===== src/rtl/full_subtractor.sv =====
// Registered WIDTH-bit full subtractor built as a ripple chain of 1-bit borrow cells.
// One-cycle latency, full throughput, with a synchronous active-high reset.
module full_subtractor #(
    parameter int WIDTH = 1
) (
    input  logic [WIDTH-1:0] a,
    input  logic [WIDTH-1:0] b,
    input  logic             cin,
    output logic [WIDTH-1:0] diff,
    output logic             borrow,
    input  logic             clk,
    input  logic             rst,
    input  logic             in_valid,
    output logic             out_valid
);

    // Walks the borrow through one cell per bit. A local variable carries the borrow,
    // so no vector ends up depending on its own bits.
    function automatic logic [WIDTH:0] ripple_sub(
        input logic [WIDTH-1:0] x,
        input logic [WIDTH-1:0] y,
        input logic             c
    );
        logic [WIDTH-1:0] d;
        logic             bw;
        d  = '0;
        bw = c;
        for (int i = 0; i < WIDTH; i++) begin
            d[i] = x[i] ^ y[i] ^ bw;
            bw   = (~x[i] & y[i]) | (~x[i] & bw) | (y[i] & bw);
        end
        return {bw, d};
    endfunction

    logic [WIDTH:0] result;

    always_comb begin
        result = ripple_sub(a, b, cin);
    end

    // Reset wins over a coincident operation; idle cycles keep the last result.
    always_ff @(posedge clk) begin
        if (rst) begin
            diff      <= '0;
            borrow    <= 1'b0;
            out_valid <= 1'b0;
        end else begin
            out_valid <= in_valid;
            if (in_valid) begin
                diff   <= result[WIDTH-1:0];
                borrow <= result[WIDTH];
            end
        end
    end

endmodule


===== config.mk =====
export PLATFORM = sky130hd
export DESIGN_NAME = full_subtractor
export DESIGN_NICKNAME = d
export VERILOG_FILES = /design/src/rtl/full_subtractor.sv
export SDC_FILE = /design/constraint.sdc
export NUM_CORES = 1
export LEC_CHECK = 0
export CORE_AREA = 4 4 41 43
export CTS_CLUSTER_DIAMETER = 50
export CTS_CLUSTER_SIZE = 28
export DETAILED_ROUTE_END_ITERATION = 8
export DIE_AREA = 0 0 45 47
export GPL_TIMING_DRIVEN = 0
export PLACE_DENSITY = 0.35
export SETUP_SLACK_MARGIN = 0.4
export SYNTH_ARGS = -nofsm -noshare
export SYNTH_HDL_FRONTEND = slang
export SYNTH_SLANG_ARGS = --single-unit

===== constraint.sdc =====
create_clock -name clk -period 1.06 [get_ports clk]
set_clock_uncertainty 0.05 [all_clocks]
set_input_delay 0.318 -clock clk [delete_from_list [all_inputs] [get_ports clk]]
set_output_delay 0.318 -clock clk [all_outputs]
set_load 0.01 [all_outputs]

* Word level (Yosys, flattened, before mapping)
Index checks and enable logic that the tools add are counted.
Cells by class: bitwise operators 8
Operators by type and width (number):
- $and 1x1->1 | 3
- $or 1x1->1 | 2
- $xor 1x1->1 | 2
- $not 1->1 | 1
Storage, ports and cells: register bits after elaboration 3, input bits 6, output and inout port bits 3, logic and storage cells 11

* Depth between registers and ports, before layout
Gate-level depths: netlist of the first run.
depth after elaboration 4, gate-level depth with buffers 4

* Worst setup path before layout of the first run
OpenSTA, ideal clock, no wires.
path kind input port to flip-flop, from input a, to register diff, setup time 0.086 ns, arrival time 1.013 ns, required time 0.924 ns, path slack -0.088 ns, cell stages on the path 3, cell sequence inv_1 > fa_1 > a211oi_1
On the way: longest elaborated chain between the ends 2
Ends and longest elaborated chain:
- from (decl) | line 6 | input logic [WIDTH-1:0] a,
- $xor 1x1->1 (2 in series) | line 29 | d[i] = x[i] ^ y[i] ^ bw;
- to (signal assigned) | line 50 | diff <= result[WIDTH-1:0];
- to (decl) | line 9 | output logic [WIDTH-1:0] diff,
Every way passes these cells. A chain may end at the register's enable or synchronous reset.

* Worst setup path after layout of the first run
from register diff, to output diff
No word-level cell between the ends.

==> impl_results.md, run 1 <==
- Clock root buffer: clkbuf_4
- Vias in the first global route: 148
- Fin. Hold Viols: 0
- Crit path arrival time: 660 ps
- Top Metal Used: met3
- H-tree levels: 1
- DRT iter0 DRCs: 0
- Final min period: 1030 ps
- Pre-antenna DRT Iters: 1
- Crit Path Class: reg -> out
- Max-slew headroom: about nine tenths
- Slowest CP cell: dfxtp_2
- Chip Width: about 45 um
- Drt drc: 0
- Drt wl/cell: between 8 and 9 um
- CP peak stage delay: 320 ps
- Fin cells: 39
- Synth-to-Final Area Change: 132%
- Worst Path Buf+Inv: 1
- Cts bufs inserted: 3
- Met2 Wirelength: roughly 130 um
- Mapped cell area: around 120 um^2
- Vias per cell: 3.26
- Max-cap violations: 0
- Type of the most critical hold path: in -> reg
- Row cnt: 13
- Avg Inst Size Synth: 11.5 um^2
- Final #Nets: 32
- Required @ worst endpoint: between 600 and 700 ps
- Leak: 0.000120 uW
- Vias: 127
- Final worst-path cycle share: 96.9%
- Total global-route track usage: 4.58%
- Clock Path Buffers: 2
- GR Overflow Total: 0
- Final Power: 397 uW
- Syn Nets: 17
- PwrDens: around 1500 nW/um^2
- Met3 wire len: 77 um
- Cell count after placement: 33
- Crit path cell chain: buf_6
- Gate Count Post-Synth: 10
- Core ar.: 1300 um^2
- Final Wtd Congestion: between 0.6 and 0.7
- Initial Utilization: 8.85%
- IO Count: 9
- Share of layout cells above drive strength 1: 70.8%
- Least-Margin Pin Slew: approximately 170 ps
- Clock sink total: 3
- Total wire length: 347 um
- Crit end category: output port
- Largest net degree at the start of global routing: 5
- Sum Neg Setup Slack: 0 ps
- CP delay by family, top: flip-flops
- Chip height: 47 um
- Final setup fails: 0
- Peak VDD IR: 0.000406 V
- RSZ-0062 raised after global routing: true
- Max Fclk: approximately 1 GHz
- Die area: 2120 um^2
- Post-CTS Hold Buffers: 0
- IO Port Bufs: 8
- Status: completed
- CTS tree: done
- Initial antenna violation count: 0
- Slew Limit Fails: 0
- Clk Latency, worst-skew pair: 230 ps
- First-pass GRT wire length: 538 um
- Detail Route Antenna Nets: 0
- Register area share after synthesis: 52.2%
- Worst-path clk slew: 40 ps
- Wire length on met1: 144 um
- Synth unique cells: 7
- FF+latch count, synth: 3
- Ant. Diodes: 0
- Startpoint types: flip-flop
- YS warnings: 0
- R2R setup slack: ~270 ps
- Critical path peak fanout: 2
power breakdown:
group	internal (uW)	switching [uW]	leakage [uW]	total (uW)
Clock	141	57.6	0.0000150	199
Sequential	123	5.29	0.0000258	129
Combinational	44.6	25.4	0.0000791	70.0
Total	309	88.2	0.000120	397
per-stage QoR:
stage / hold WS, ps / util (%) / setup slack [ps] / cell area (um^2)
after floorplan: 332 / - / -22.6 / 118
after global placement: 422 / 16.6 / -510 / 216
after detailed placement: 426 / 16.6 / -512 / 216
after CTS: 378 / 20.0 / 27.3 / 260
after global routing: 406 / 20.5 / 14.6 / 267
final: 395 / 20.5 / 33.3 / 267
layer usage:
layer  up-vias  track usage (%)
met5         -                0
met4         0             5.26
met3         0             6.51
met2        11             4.52
met1        57             3.64
li1         59                -
synth_stat cells:
cell / instances / share of area [%]
a211oi_1: 1 / 6.5
nor2b_1: 1 / 5.4
fa_1: 1 / 17
mux2i_1: 1 / 8.7
nor2_1: 2 / 6.5
inv_1: 1 / 3.3
dfxtp_1: 3 / 52
kinds of logic after synthesis:
| family | Yosys count | synth area share [%] |
|---|---|---|
| simple gates | 3 | 12.0 |
| flops | 3 | 52.2 |
| fa+ha+maj | 1 | 17.4 |
| buf+inv | 1 | 3.26 |
| mux | 1 | 8.70 |
| compound gates | 1 | 6.52 |
sequential cells by signal, summed over array words and instances, names as in the netlist:
name / flops
diff: 1
borrow: 1
out_valid: 1
final timing paths:
| path | startpoint | to | cells past startpoint |
|---|---|---|---|
| worst max-delay path | diff$_SDFFE_PP0P_ | diff | 1 |
| worst min register to register | borrow$_SDFFE_PP0P_ | borrow$_SDFFE_PP0P_ | 3 |
| worst min-delay path | rst | diff$_SDFFE_PP0P_ | 2 |
| worst max register to register | diff$_SDFFE_PP0P_ | diff$_SDFFE_PP0P_ | 3 |
cell usage in the layout, fill, tap and decap left out:
cell type,n
a211oi_2,1
buf_2,1
buf_4,2
buf_6,5
clkbuf_1,1
clkbuf_4,3
clkdlybuf4s15_1,1
dfxtp_2,3
dlygate4sd2_1,1
fa_2,1
inv_2,1
mux2i_1,1
nor2_1,2
nor2b_1,1
repair_timing:
| action | in CTS | in global routing |
|---|---|---|
| hold endpoints to repair | 0 | 0 |
| gates resized for setup | 33 | 2 |
| setup endpoints to repair | 6 | 6 |
| pin swaps | 2 | 2 |
| setup buffers | 2 | 0 |
area by class of cell:
type | instances | area (um^2)
clock buffers | 4 | 26.3
fillers | 155 | 1030
inverters | 1 | 3.75
multi-input cells | 6 | 58.8
flip-flops and latches | 3 | 63.8
well taps | 15 | 18.8
repair buffers | 10 | 95.1
No activity file was read; power rests on OpenSTA's default activity.
==> run 2, diff against run 1 <==
- PLACE_DENSITY: 0.35 -> 0.3
==> run 2 against run 1 <==
- non-clock buffer count shrank 1
- via count is 5.5% lower
- combinational power down 3.7%
- clock-buffer cell count stayed put
- final area down 1.9%
- maximum frequency shrank 0.78%
- global-route usage increased by 0.40 points
- critical endpoint is now borrow
- routed wire length is 3.5% higher
- sequential power is essentially flat
- clock power is 5% higher
- core utilization down 0.38 points
==> impl_results.md, run 2 (same netlist as run 1, synthesis figures left out) <==
- Status: completed
- Synth-to-Final Area Change: 127%
- Chip height: 47 um
- Peak VDD IR: 0.000535 V
- Clock Path Buffers: 2
- Worst Path Buf+Inv: 1
- Ant. Diodes: 0
- IO Count: 9
- CP delay by family, top: flip-flops
- Internal power: 307 uW
- Max-slew headroom: between 80 and 90%
- Type of the most critical hold path: in -> reg
- Crit path arrival time: ~670 ps
- Share of layout cells above drive strength 1: between 60% and 70%
- Crit path cell chain: buf_6
- Final #Nets: 31
- Worst-path clk slew: 40 ps
- Cts bufs inserted: 3
- Cell count after placement: 33
- Util after Layout: 20.1%
- Clk Latency, worst-skew pair: 240 ps
- Fin cells: 38
- Slowest CP cell: dfxtp_2
- Final min period: 1030 ps
- Final worst-path cycle share: a little over nine tenths
- Drt drc: 0
- Initial antenna violation count: 0
- Hold_ws: 388 ps
- Initial Utilization: 8.85%
- Critical path peak fanout: 2
- Final Wtd Congestion: 0.634
- Gate power share: 16.7%
- Multi-input gate area: 58.8 um^2
- Pre-antenna DRT Iters: 1
- Leak: 0.000115 uW
- Clock root buffer: clkbuf_4
- Worst Reg-to-Reg Cells: 3
- Row cnt: 13
- Detail Route Antenna Nets: 0
- Most common cell after layout, fill and taps aside: buf_6
- Hold Path Depth: 2
- Startpoint types: flip-flop
- Core ar.: 1300 um^2
- PwrDens: 1540 nW/um^2
- Switching Fraction: 23.9%
- Critical path depth: 1
- GR Overflow Total: 0
- Total global-route track usage: 4.98%
- Vias in the first global route: about 150
- Final setup fails: 0
- Commonest non-fill, non-tap cells in the layout: 5 x buf_6, 3 x dfxtp_2, 3 x clkbuf_4
- Largest net degree at the start of global routing: 5
- Crit end category: output port
- First-pass GRT wire length: 579 um
- Die area: between 2000 and 2500 um^2
- Max Fclk: 0.966 GHz
- CP peak stage delay: 320 ps
- Clock share of power: between 50% and 60%
- Seq pwr share: a little under a third
- Vias per cell: between 3 and 4
- DRT iter0 DRCs: 0
- Clock sink total: 3
- Chip Width: about 45 um
- RSZ-0062 raised after global routing: true
- Drt wl/cell: between 9 and 10 um
- IO Port Bufs: 8
- Fin. Hold Viols: 0
- Required @ worst endpoint: just under 700 ps
- Slew Limit Fails: 0
- Sw Pwr: between 90 and 100 uW
- Reg area: about 64 um^2
- R2R setup slack: about 290 ps
- Least-Margin Pin Slew: 173 ps
- CTS tree: done
- Vias: 120
- Max-cap violations: 0
- Largest registers: borrow: 1 flops, diff: 1 flops, out_valid: 1 flops
- Crit Path Class: reg -> out
- Total wire length: 359 um
- H-tree levels: 1
- Fillers: 158
==> run 2: repair_timing <==
action | in CTS | in global routing
endpoints found under the setup margin | 6 | 5
hold buffers | 0 | 0
pin swaps | 2 | 2
buffers inserted | 0 | 1
resized for setup | 33 | 2
==> run 2: path summary, 6_finish.rpt <==
check                                         start                   end
worst max-delay path            borrow$_SDFFE_PP0P_                borrow
worst min-delay path                            rst  out_valid$_SDFF_PP0_
worst max register to register    diff$_SDFFE_PP0P_     diff$_SDFFE_PP0P_
worst min register to register  borrow$_SDFFE_PP0P_   borrow$_SDFFE_PP0P_
==> run 2: layout make-up <==
type,instances,area share [%]
Multi-Input combinational cell,6,22.5
Sequential cell,3,24.4
Inverter,1,2.39
Timing Repair Buffer,9,33.5
Tap cell,15,7.18
Clock buffer,4,10.0
==> run 2: power by group through the flow <==
stage	logic, uW	clock network (uW)	registers, uW
2_1_floorplan	13.0	0	132
3_3_place_gp	58.0	0	127
3_5_place_dp	57.8	0	128
4_1_cts	61.4	222	128
5_1_grt	73.6	237	129
6_report	67.4	208	128
==> run 2: layer usage <==
layer | vias to the layer above | track usage, % | routed length, um
met5 | - | 0 | 0
met4 | 0 | 7.02 | 0
met3 | 0 | 4.98 | 53
met2 | 9 | 6.21 | 165
met1 | 53 | 3.65 | 140
li1 | 58 | - | -
==> run 2: through the flow <==
stage	worst slack (ps)	total power, uW	setup TNS [ps]	area, um^2
5_1_grt	-4.64	439	-4.64	262
6_report	25.2	403	0	262
3_5_place_dp	-535	185	-1480	216
3_3_place_gp	-518	185	-1470	216
2_1_floorplan	-22.6	145	-22.6	118
4_1_cts	10.1	412	0	250
==> run 3, diff against run 2 <==
- ABC_CLOCK_PERIOD_IN_PS: not set -> 1060
==> results of run 3 <==
No change in the layout: final DEF, timing and power equal those of run 2.
